==> config.mk <==
export PLATFORM = sky130hd
export DESIGN_NAME = bridge_arbiter
export DESIGN_NICKNAME = d
export VERILOG_FILES = /design/src/rtl/bridge_arbiter.sv
export SDC_FILE = /design/constraint.sdc
export NUM_CORES = 1
export LEC_CHECK = 0
export BUFFER_PORTS_ARGS = -buffer_cell sky130_fd_sc_hd__buf_2
export CAP_MARGIN = 25
export CORE_AREA = 2 2 112 114
export CTS_CLUSTER_DIAMETER = 120
export DETAILED_ROUTE_END_ITERATION = 6
export DIE_AREA = 0 0 114 116
export PLACE_DENSITY_LB_ADDON = 0.15
export SLEW_MARGIN = 20
export SYNTH_ARGS = -nofsm -noshare
export SYNTH_HDL_FRONTEND = slang
export SYNTH_SLANG_ARGS = --single-unit
==> constraint.sdc <==
create_clock -name clk -period 3 [get_ports clk]
set_input_delay 0.3 -clock clk [delete_from_list [all_inputs] [get_ports clk]]
set_output_delay 0.3 -clock clk [all_outputs]
set_load 0.05 [all_outputs]
==> src/rtl/bridge_arbiter.sv <==
// -----------------------------------------------------------------------------
// bridge_arbiter
//
// Purpose:
//   Shares one command bridge between N_REQ requesters, with at most one
//   transaction in flight. A requester is accepted in IDLE. The command is
//   then presented to the bridge for one cycle (ISSUE). The arbiter waits
//   for the bridge completion (WAIT) and routes the result back to the
//   requester that owns the transaction.
//
// Configuration:
//   BRIDGE_ARB_FIXED_PRIO_EN - when defined, the lowest index always wins and
//   there is no rotating pointer. When undefined (default), arbitration is
//   round-robin.
//
// Ports:
//   clk, rst_n      clock, asynchronous active-low reset
//   req_valid       per-requester request, held until accepted
//   req_r_wb        per-requester op (1 = read, 0 = write)
//   req_addr        packed addresses, requester i at [i*ADDR_W +: ADDR_W]
//   req_data_w      packed write data, requester i at [i*DATA_W +: DATA_W]
//   req_ready       one-hot accept strobe (combinational, IDLE only)
//   rsp_valid       one-hot one-cycle completion pulse to the owner
//   rsp_data        result of the last completion, held until the next one
//   busy            a transaction is in flight
//   C_in_valid      command strobe to bridge
//   C_r_wb, C_addr, C_data_w  command fields to bridge
//   C_out_valid     completion from bridge
//   C_data_r        result from bridge, valid with C_out_valid
// -----------------------------------------------------------------------------
module bridge_arbiter #(
    parameter int N_REQ  = 4,
    parameter int ADDR_W = 8,
    parameter int DATA_W = 32
) (
    input  logic                      clk,
    input  logic                      rst_n,
    input  logic [N_REQ-1:0]          req_valid,
    input  logic [N_REQ-1:0]          req_r_wb,
    input  logic [N_REQ*ADDR_W-1:0]   req_addr,
    input  logic [N_REQ*DATA_W-1:0]   req_data_w,
    output logic [N_REQ-1:0]          req_ready,
    output logic [N_REQ-1:0]          rsp_valid,
    output logic [DATA_W-1:0]         rsp_data,
    output logic                      busy,
    output logic                      C_in_valid,
    output logic                      C_r_wb,
    output logic [ADDR_W-1:0]         C_addr,
    output logic [DATA_W-1:0]         C_data_w,
    input  logic                      C_out_valid,
    input  logic [DATA_W-1:0]         C_data_r
);

    localparam int PTR_W = (N_REQ > 1) ? $clog2(N_REQ) : 1;

    typedef enum logic [1:0] {
        IDLE  = 2'd0,
        ISSUE = 2'd1,
        WAIT  = 2'd2
    } state_t;

    state_t             r_state;
    state_t             w_state_next;
    logic [PTR_W-1:0]   w_rr_ptr;
    logic [PTR_W-1:0]   r_owner;
    logic [PTR_W-1:0]   w_winner;
    logic               w_found;
    logic               w_grant;
    logic               w_complete;
    logic [N_REQ-1:0]   r_rsp_valid;
    logic [DATA_W-1:0]  r_rsp_data;
    logic               r_c_in_valid;
    logic               r_c_r_wb;
    logic [ADDR_W-1:0]  r_c_addr;
    logic [DATA_W-1:0]  r_c_data_w;

`ifdef BRIDGE_ARB_FIXED_PRIO_EN
    // Scanning always starts at requester 0, so the lowest index wins.
    assign w_rr_ptr = '0;
`else
    logic [PTR_W-1:0]   r_rr_ptr;

    always_ff @(posedge clk or negedge rst_n) begin
        if (!rst_n) begin
            r_rr_ptr <= '0;
        end else if (w_grant) begin
            r_rr_ptr <= PTR_W'((int'(w_winner) + 1) % N_REQ);
        end
    end

    assign w_rr_ptr = r_rr_ptr;
`endif

    // First active requester scanning upward from the pointer, with wrap.
    always_comb begin
        int w_idx;
        w_found  = 1'b0;
        w_winner = '0;
        w_idx    = 0;
        for (int k = 0; k < N_REQ; k++) begin
            w_idx = (int'(w_rr_ptr) + k) % N_REQ;
            if (!w_found && req_valid[w_idx[PTR_W-1:0]]) begin
                w_found  = 1'b1;
                w_winner = w_idx[PTR_W-1:0];
            end
        end
    end

    assign w_grant    = (r_state == IDLE) && w_found;
    assign w_complete = (r_state == WAIT) && C_out_valid;

    always_comb begin
        w_state_next = r_state;
        case (r_state)
            IDLE:    if (w_found) w_state_next = ISSUE;
            ISSUE:   w_state_next = WAIT;
            WAIT:    if (C_out_valid) w_state_next = IDLE;
            default: w_state_next = IDLE;
        endcase
    end

    always_ff @(posedge clk or negedge rst_n) begin
        if (!rst_n) begin
            r_state <= IDLE;
        end else begin
            r_state <= w_state_next;
        end
    end

    always_ff @(posedge clk or negedge rst_n) begin
        if (!rst_n) begin
            r_owner      <= '0;
            r_rsp_valid  <= '0;
            r_rsp_data   <= '0;
            r_c_in_valid <= 1'b0;
            r_c_r_wb     <= 1'b0;
            r_c_addr     <= '0;
            r_c_data_w   <= '0;
        end else begin
            // Strobe is high only in the cycle after a grant, i.e. in ISSUE.
            r_c_in_valid <= w_grant;
            r_rsp_valid  <= '0;
            if (w_grant) begin
                r_owner    <= w_winner;
                r_c_r_wb   <= req_r_wb[w_winner];
                r_c_addr   <= req_addr[int'(w_winner)*ADDR_W +: ADDR_W];
                r_c_data_w <= req_data_w[int'(w_winner)*DATA_W +: DATA_W];
            end
            // Completions outside WAIT are ignored.
            if (w_complete) begin
                r_rsp_data  <= C_data_r;
                r_rsp_valid <= N_REQ'(1) << r_owner;
            end
        end
    end

    assign req_ready  = w_grant ? (N_REQ'(1) << w_winner) : '0;
    assign rsp_valid  = r_rsp_valid;
    assign rsp_data   = r_rsp_data;
    assign busy       = (r_state != IDLE);
    assign C_in_valid = r_c_in_valid;
    assign C_r_wb     = r_c_r_wb;
    assign C_addr     = r_c_addr;
    assign C_data_w   = r_c_data_w;

endmodule

==> metrics list, run 1 <==
* Area growth syn-to-layout: 40.4%
* Worst Max-Slew Pin Slew: 1.07 ns
* Commonest cells after routing, fill and taps aside: buf_2 (284), nand2_1 (102), dfrtp_1 (83)
- Total Wirelength: 16000 um
* Number of synthesized register bits: 84
- Warning count from the yosys run: 0
* Crit path time final: 2.70 ns
- Worst path top cell family by delay: buffers and inverters
- Total die area: 13200 um^2
- Number of CTS-inserted buffers: 9
- Overall Global Routing Usage: 0.224
* Average wire per standard cell: 17.9 um
- Static timing analysis puts the maximum clock frequency at 370 MHz.
* Buf/Inv on CP: 3
- Cells along the critical path: nand2b_1, a21oi_4, buf_16, nor3_1, buf_4, nor3_1, buf_2
* Clock network latency to the later pin of the worst-skew pair: 0.34 ns
* Vias/cell: 5.51
- Die width: 114 um
* Number of sinks handled by clock tree synthesis: 84
- Maximum number of pins on one net before global-route repair: 43
- Setup slack, reg-to-reg: 0.63 ns
* Unrepaired setup endpoints after global routing: no
* Post-CTS setup-driven buffer insertion count: 0
- The worst setup path is captured at a primary output.
- The slowest stage of the critical path belongs to the cell dfrtp_2.
- IO buf count: 285
* Post-synth design cell area: 4750 um^2
* Number of standard cells after synthesis: 483
* Core Region: 11900 um^2
* Endpoint of the most critical register-to-register path: C_data_w[29]$_DFFE_PN0P_
- Clock H-tree levels: 3
- For this run the aggregate overflow at the end of global routing stands at 0.
- The number of max-slew violations in the final report came to 0.
- Endpoint, Worst Hold: rsp_data[3]$_DFFE_PN0P_
* Share of the yosys chip area belonging to registers: 0.443
- For the worst flop-to-flop path, the logic depth is 6.
* Cell type with the highest occurrence count on the critical path: nor3_1
* Status: finished clean
- Setup violations remaining at the end of the flow were counted as 0.
- Data on the critical path is required at its endpoint by 2.70 ns.
- Critical-path maximum fanout: 31
- STA puts the critical path data arrival time at 2.40 ns.
- Number of buffers between clock root and the deepest sink: 2
* Pwr per Cell Area: 1170 nW/um^2
- After filler insertion, the fill cell instance count of the layout stands at 1111.
* Fraction of layout cells with a size suffix above 1: 0.489
- For this configuration, the core starts out at a cell density of 0.399.
- The tool flagged a number of max-cap violations equal to 0.
* Avg Inst Size Synth: 9.83 um^2
- CTS tree: built
- Initial antenna violation count: 0
* Post-detailed-placement half-perimeter wirelength: 11100 um
- Clock-pin slew was measured on the worst setup and hold paths at 0.06 ns.
- Worst IR drop on VDD: 0.000575 V
- After synthesis, the netlist uses 33 different library cells.
- For this block, the via count after detailed routing is 4936.
- Worst Setup Slack, final: 0.298 ns
- In this run the worst hold path is classified as in -> reg.
- Relative slew slack: 0.285
* Global-route wire length before repair: 23300 um
* Root buffer cell: clkbuf_16
* Setup WS pre-CTS: 0.374 ns
- In this run the static leakage power is 3.57 nW.
* Worst-case clock skew: 0.00720 ns
- Drt pass-1 iters: 7
- Dividing the final minimum period by the clock period gives 0.901.
- Chip Height: 116 um
- For this run, the post-layout net count is 947.
- Std cell rows: 40
- Count of final hold-check violations: 0
* Crit Path Category: reg -> out
- Slowest stage delay, CP: 0.48 ns
* Number of top-level pins: 286
- Most common cell after layout, fill and taps aside: buf_2
- The worst setup path is launched from a register.
- For this run, the share of the core covered by cells in the final layout is 0.560.
- Min-delay src: C_data_r[3]
- Synthesized netlist net count: 686
- Final Wtd Congestion: 0.846
- The number of antenna diodes in the final layout is 0.
- Once detail routing completed, the nets flagged for antenna violations numbered 0.
- Hold path depth: 3
* Reg2reg start: r_rr_ptr[1]$_DFFE_PN0P_
- The via count of the first global-routing pass came to 4684.
- Number of violations reported at the end of detailed-routing iteration 0: 377
- Final routed DRC violation total: 0
flip-flops by register name, indices dropped and copies added, names as in the netlist:
signal / count
C_data_w: 32
rsp_data: 32
C_addr: 8
rsp_valid: 4
r_owner: 2
r_rr_ptr: 2
r_state: 2
C_in_valid: 1
C_r_wb: 1
layer usage:
metal / vias up / share of wire / track usage
met4: 0 / 0.021 / 0.0821
met1: 2318 / 0.41 / 0.281
li1: 2334 / - / -
met5: - / 0 / 0
met2: 261 / 0.50 / 0.388
met3: 23 / 0.075 / 0.0413
worst max path at each step:
stage / from / endpoint / slack (ns) / cells after the start
floorplan: r_state[1]$_DFFE_PN0P_ / req_ready[0] / -0.03 / 6
finish: r_rr_ptr[1]$_DFFE_PN0P_ / req_ready[0] / 0.30 / 7
global placement: r_rr_ptr[1]$_DFFE_PN0P_ / req_ready[0] / 0.41 / 6
global route: r_rr_ptr[1]$_DFFE_PN0P_ / req_ready[1] / 0.11 / 6
CTS: r_rr_ptr[1]$_DFFE_PN0P_ / req_ready[0] / 0.01 / 6
detailed placement: r_rr_ptr[1]$_DFFE_PN0P_ / req_ready[0] / 0.37 / 6
tightest hold or removal path: stages:
cell and delay (ns):
buf_2 0.07, nand2_1 0.04, nand2_1 0.04
power breakdown:
| part | leakage [nW] | switching [W] | internal (W) |
|---|---|---|---|
| Combinational | 2.36 | 0.00325 | 0.00141 |
| Clock | 0.157 | 0.000451 | 0.000731 |
| Sequential | 1.05 | 0.000313 | 0.00167 |
| Total | 3.57 | 0.00402 | 0.00381 |
cells in the mapped netlist, drive strengths merged:
cell type	n	area (um^2)
xnor2	1	8.76
mux2	42	616
nor4	1	6.26
nor3	4	20.0
nor2	7	26.3
clkinv	1	3.75
nand3b	1	7.51
o31ai	41	308
nand2	102	383
o221ai	1	8.76
clkbuf	41	154
nand4	41	257
a21oi	45	225
buf	12	90.1
o21a	1	7.51
and3	2	12.5
a21o	1	7.51
nand2b	1	6.26
inv	3	11.3
mux2i	1	10.0
dfrtp	84	2100
a221o	41	410
or2	4	25.0
o22a	1	8.76
nor3b	1	7.51
o21ai	2	10.0
nand3	1	17.5
per-stage QoR:
step                      setup TNS [ns]  cells  area [um^2]  hold slack (ns)  power, W
after global routing                   0    896         6670            0.156   0.00825
after floorplan                  -0.0679    483         4750          0.00441   0.00546
after CTS                              0    893         6610            0.144   0.00781
after detailed placement               0    876         6290            0.277   0.00662
after global placement                 0    876         6290            0.269   0.00654
final                                  0    896         6670            0.150   0.00783
what timing repair did:
action | in CTS | in global routing
hold endpoints to repair | 32 | 0
setup endpoints to repair | 0 | 1
hold buffers | 1 | 0
resized for setup | 0 | 3
cell type report:
cell class                      instances  area (um^2)  share of cell area
Multi-Input combinational cell        344         2460               0.370
Sequential cell                        84         2100               0.315
Timing Repair Buffer                  301         1580               0.238
Clock buffer                           10          229              0.0343
Tap cell                              147          184              0.0276
Clock inverter                          6         87.6              0.0131
Inverter                                4         15.0             0.00225
cells by family (layout without fill, tap and decap cells):
group,Yosys count,in the layout,share of synthesized area
AOI/OAI and AO/OA,133,133,0.208
xor gates and xnor gates,1,1,0.00184
buffers and inverters,57,321,0.0545
DFF,84,84,0.443
muxes,43,43,0.132
and+or+nand+nor,165,167,0.162
Power figures use the tool's default switching activity.
==> run 2, diff against run 1 <==
Settings changed: CORE_AREA 2 2 112 114 to 2 2 110 112, DIE_AREA 0 0 114 116 to 0 0 112 114.
==> metrics list, run 2 (synthesized netlist as in run 1, its figures left out) <==
* Commonest cells after routing, fill and taps aside: buf_2 (284), nand2_1 (102), dfrtp_1 (84)
- Vias/cell: 5.61
- Summed over all layers, the routed wires come to 15800 um.
* Crit Path Category: reg -> out
* Number of top-level pins: 286
* Switching Power: 0.00400 W
- The congestion estimate from routability-driven global placement came to 0.845.
* Category of the worst setup path capture point: primary output
- Drt pass-1 iters: 5
- In this run the vertical extent of the chip is 114 um.
* Status: finished clean
* Min-delay src: C_data_r[18]
* Std cell rows: 40
- Number of standard cells in the layout, taps in and fillers out: 894
- Leaving out fill and tap cells, the most frequent cell in the layout is buf_2.
* Amount of wire on met2 after detailed routing: 7900 um
* Maximum number of pins on one net before global-route repair: 43
- During placement, the flow inserted port buffers numbering 285.
* Area growth syn-to-layout: 40.3%
* Root buffer cell: clkbuf_16
- Maximum capacitance violations: 0
- At the later pin of the worst-skew pair, clock insertion delay measures 0.33 ns.
* Critical-path maximum fanout: 19
- The first global-routing pass estimated 24500 um of wire.
- Count of nets left with antenna violations after detail routing: 0
* Setup crit start: r_rr_ptr[1]$_DFFE_PN0P_
- The die covers 12800 um^2.
- Slowest stage delay, CP: 0.51 ns
- Worst hold path type: in -> reg
* Total global routing overflow: 0
- Crit path max-delay cell type: dfrtp_1
- STA puts the critical path data arrival time at 2.32 ns.
- Dividing total power by cell area gives a power density of 1170 nW/um^2.
- Switching part of the total power: 0.511
- After clock tree synthesis, the flow added hold-fix buffers numbering 1.
* Number of violations reported at the end of detailed-routing iteration 0: 390
* Sum of negative setup slack: 0 ns
- In this run, CTS created clock tree buffers numbering 9.
- The via count of the first global-routing pass came to 4973.
- Dividing the final minimum period by the clock period gives 0.874.
- Setup violations remaining at the end of the flow were counted as 0.
- For this run, the total global-route usage over all layers was measured as 0.240.
- CTS-repair resized insts: 0
- After detailed routing, no signal wire sits above met4.
- Relative contribution of the clock network to total power: 0.150
- For this design the static power due to leakage is 3.57 nW.
* Total non-filler cell area in the finished layout: 6660 um^2
* Cells along the critical path: mux2i_1, or2_1, nand3_4, nor3_1, buf_2
- Part of the total power dissipated in sequential elements: 0.252
- Final #Nets: 945
- Worst-case clock skew: 0.00830 ns
- Internal power comes to 0.00382 W.
- Setup repair after global routing left no endpoint under its margin.
- After detailed placement, the total cell area comes to 6270 um^2.
- Crit path time final: 2.62 ns
* Peak clock frequency supported by timing: 382 MHz
- After detailed routing, the average wire length per cell comes to 17.6 um.
* Core Region: 11700 um^2
- The clock drives 84 sinks.
- Clock H-tree levels: 3
* Via count: 5016
* Detailed route wirelength on metal3: 1160 um
- Fill cells in the final layout number 1067.
- Headroom to the max-slew limit came out at 0.391.
- TritonCTS built the clock tree.
- Clock transition at the registers of the reported paths: 0.06 ns
- The number of antenna violations at the first check in global routing came to 0.
- Post-detailed-placement half-perimeter wirelength: 10900 um
- Including well taps, the total number of placed cells is 875.
- The die is 112 um wide.
- VDD sags by at most 0.000637 V.
* Post-route met1 wirelength: 6310 um
- The number of max-slew violations in the final report is 0.
- Final routed DRC violation total: 0
- In this run the deepest clock path goes through 2 buffers.
- At the pin with the least slew margin, the transition time is 0.907 ns.
* # diodes: 0
- At the worst endpoint, the required time is 2.70 ns.
* Initial Utilization: 0.406
- Fraction of layout cells with a size suffix above 1: 0.486
- After clock tree synthesis, the setup repair step added 0 buffers.
* Fraction of power consumed by combinational cells: 0.598
- Kind of start point of the critical path: register
- Reg2reg start: r_rr_ptr[1]$_DFFE_PN0P_
* Count of final hold-check violations: 0
## run 2: final timing paths
check | to | slack [ns] | cells after the start
min | rsp_data[18]$_DFFE_PN0P_ | 0.16 | 3
min in group asynchronous | rsp_data[6]$_DFFE_PN0P_ | 0.48 | 2
min reg2reg | rsp_data[29]$_DFFE_PN0P_ | 0.47 | 2
max in group asynchronous | C_data_w[8]$_DFFE_PN0P_ | 1.79 | 3
max reg2reg | C_data_w[3]$_DFFE_PN0P_ | 0.52 | 6
max | req_ready[1] | 0.38 | 5
## run 2: power by group through the flow
stage / registers, W / logic [W] / clock network, W
after detailed placement: 0.00197 / 0.00462 / 0
final: 0.00197 / 0.00468 / 0.00117
after floorplan: 0.00360 / 0.00187 / 0
after global placement: 0.00197 / 0.00454 / 0
after CTS: 0.00197 / 0.00462 / 0.00120
after global routing: 0.00203 / 0.00496 / 0.00125
## run 2: per-stage QoR
stage	util	hold slack (ns)	power [W]	setup WS (ns)
after floorplan	-	0.00441	0.00546	-0.0340
after global placement	0.536	0.297	0.00651	0.549
after detailed placement	0.536	0.301	0.00660	0.475
after CTS	0.564	0.146	0.00779	0.114
after global routing	0.569	0.166	0.00825	0.222
final	0.569	0.157	0.00782	0.379
## run 2: per-layer routing
| metal | vias up | GRT usage |
|---|---|---|
| li1 | 2322 | - |
| met1 | 2408 | 0.297 |
| met2 | 257 | 0.423 |
| met3 | 29 | 0.0473 |
| met4 | 0 | 0.0813 |
| met5 | - | 0 |
## run 2: layout make-up
| cell class | instances | area, um^2 | area share |
|---|---|---|---|
| Clock buffer | 12 | 267 | 0.0400 |
| Clock inverter | 4 | 55.1 | 0.00826 |
| Timing Repair Buffer | 301 | 1600 | 0.241 |
| Inverter | 4 | 15.0 | 0.00225 |
| Multi-Input combinational cell | 342 | 2430 | 0.366 |
| Sequential cell | 84 | 2100 | 0.316 |
| Tap cell | 147 | 184 | 0.0276 |
## run 2: critical path: cells and delay by family, from the launching register on
family                 cells  cell delay, ns
buffers and inverters      1            0.30
flip-flops                 1            0.51
multiplexers               1            0.35
AND/OR/NAND/NOR            3            0.83
==> run 3, diff against run 2 <==
--- a/config.mk
+++ b/config.mk
@@ -13,5 +13,4 @@
 export DIE_AREA = 0 0 112 114
 export PLACE_DENSITY_LB_ADDON = 0.15
-export SLEW_MARGIN = 20
 export SYNTH_ARGS = -nofsm -noshare
 export SYNTH_HDL_FRONTEND = slang
==> constraint.sdc (replaced) <==
create_clock -name clk -period 3 [get_ports clk]
set_input_delay 0.3 -clock clk [delete_from_list [all_inputs] [get_ports clk]]
set_output_delay 0.3 -clock clk [all_outputs]
set_load 0.02 [all_outputs]
==> metrics list, run 3 (synthesized netlist as in run 1, its figures left out) <==
* Lkg Pwr: 3.53 nW
* Chip Height: 114 um
- Total non-filler cell area in the finished layout: 6590 um^2
* IO buf count: 285
- Amount of wire on met2 after detailed routing: 7880 um
- Clock tree synthesis inserted a total of 9 buffers.
- For this run the aggregate overflow at the end of global routing stands at 0.
* Global-route wire length before repair: 24200 um
- Flip-flop and latch area: 2100 um^2
- Row generation in the floorplan step produced 40 rows.
- Maximum capacitance violations: 0
- Relative slew slack: 0.271
* Final #Nets: 942
- Final slew viol count: 0
- Entering global routing, the biggest net connects 50 pins.
- Sum of negative setup slack: 0 ns
- After detailed routing, the average wire length per cell comes to 17.5 um.
* Slowest stage delay, CP: 0.50 ns
* Number of violations reported at the end of detailed-routing iteration 0: 414
- Setup repair after global routing left no endpoint under its margin.
* Root buffer cell: clkbuf_16
- Clock H-tree levels: 3
- Critical-path maximum fanout: 25
- Final worst hold slack: -0.0179 ns
- Detailed routing placed a total of 1210 um of wire on met3.
- Clock-pin slew was measured on the worst setup and hold paths at 0.06 ns.
- Number of buffers between clock root and the deepest sink: 2
* Commonest cells after routing, fill and taps aside: buf_2 (284), nand2_1 (102), dfrtp_1 (84)
- In the final layout, the share of cells above drive strength 1 is 0.484.
- Initial antenna violation count: 0
- Clock skew on the completed layout was measured at 0.00958 ns.
- Count of nets left with antenna violations after detail routing: 0
- Walking the worst path, the cells encountered are mux2i_2, or2_1, nand3_4, buf_12, nor3_1, buf_2.
* Number of top-level pins: 286
- Summing over every cut layer, the via total after detailed routing is 4970.
- Most common cell after layout, fill and taps aside: buf_2
- Required arrival time at the worst endpoint: 2.70 ns
* Drt pass-1 iters: 6
- Static timing analysis puts the maximum clock frequency at 362 MHz.
* Fill cell instance count of the final layout: 1061
- Worst Max-Slew Pin Slew: 1.09 ns
- In this run the horizontal extent of the chip is 112 um.
- Worst hold path type: in -> async
- Multi-input combinational cell area: 2440 um^2
- Overall Global Routing Usage: 0.236
- Status: finished, violations left
- # diodes: 0
- Post-detailed-placement half-perimeter wirelength: 10700 um
* Post-route clock period utilization: 0.920
* CTS tree: built
- Crit path max-delay cell type: dfrtp_1
- Pwr per Cell Area: 995 nW/um^2
- CTS saw 84 sinks.
- The core region is 11700 um^2.
- Post-route met1 wirelength: 6080 um
* Final setup violation count: 0
* Highest metal layer with signal wires: met4
- Crit path time final: 2.76 ns
- Summing all placed instances gives a cell area of 6260 um^2.
- Count of final hold-check violations: 26
* Area growth syn-to-layout: 38.8%
* Total Wirelength: 15600 um
- Among cell families on the critical path, the largest total delay comes from simple AND/OR/NAND/NOR gates.
- Routability-driven placement finished with a final weighted congestion of 0.870.
- Via count of the first global-routing pass: 4940
- IR analysis of the VDD net gives a maximum drop of 0.000473 V.
* Total die area: 12800 um^2
- The worst setup path is captured at a primary output.
- STA puts the critical path data arrival time at 2.46 ns.
* Final routed DRC violation total: 0
* Initial Utilization: 0.406
- The number of buffers and inverters on the critical path is 2.
- In the routed layout, each cell is associated on average with a via count of 5.58.
* Clock network latency to the later pin of the worst-skew pair: 0.33 ns
- Violations in the final reports: negative hold slack
* Kind of start point of the critical path: register
* Crit Path Category: reg -> out
## run 3: final timing paths
check | start | to | slack (ns) | cells past startpoint
setup / recovery | r_rr_ptr[1]$_DFFE_PN0P_ | req_ready[1] | 0.24 | 6
hold / removal | rst_n | rsp_data[6]$_DFFE_PN0P_ | -0.02 | 1
setup reg to reg | r_rr_ptr[1]$_DFFE_PN0P_ | C_data_w[13]$_DFFE_PN0P_ | 0.47 | 6
hold reg to reg | rsp_data[5]$_DFFE_PN0P_ | rsp_data[5]$_DFFE_PN0P_ | 0.47 | 2
max in group asynchronous | rst_n | rsp_valid[0]$_DFF_PN0_ | 2.30 | 2
min in group clk | C_data_r[6] | rsp_data[6]$_DFFE_PN0P_ | 0.15 | 3
## run 3: per-stage QoR
stage	utilization	power (W)	std cells	worst slack [ns]	hold WS, ns
6_report	0.563	0.00656	891	0.240	-0.0179
5_1_grt	0.563	0.00699	891	0.0846	0.0224
4_1_cts	0.560	0.00656	889	0.145	0.00486
3_5_place_dp	0.535	0.00545	873	0.500	0.365
3_3_place_gp	0.535	0.00536	873	0.547	0.357
2_1_floorplan	-	0.00434	483	0.711	0.00441
## run 3: power breakdown
part / leakage, nW / switching, W / total (W) / internal (W)
combinational: 2.34 / 0.00209 / 0.00350 / 0.00140
sequential: 1.05 / 0.000304 / 0.00197 / 0.00166
clock: 0.136 / 0.000449 / 0.00110 / 0.000648
total: 3.53 / 0.00285 / 0.00656 / 0.00372
## run 3: repair_timing
action	CTS	global route
resized for setup	0	1
buffers inserted	0	0
endpoints found under the setup margin	0	2
hold buffers	0	0
## run 3: layout make-up
cell class	count	area share
multi-input cells	343	0.371
flip-flops and latches	84	0.319
repair buffers	297	0.235
clock buffers	11	0.0353
well taps	147	0.0279
clock inverters	5	0.00949
inverters	4	0.00228
## run 3: metal layers
metal | up-vias | GRT usage
met5 | - | 0
met4 | 0 | 0.0862
met3 | 35 | 0.0436
met2 | 276 | 0.424
met1 | 2337 | 0.284
li1 | 2322 | -
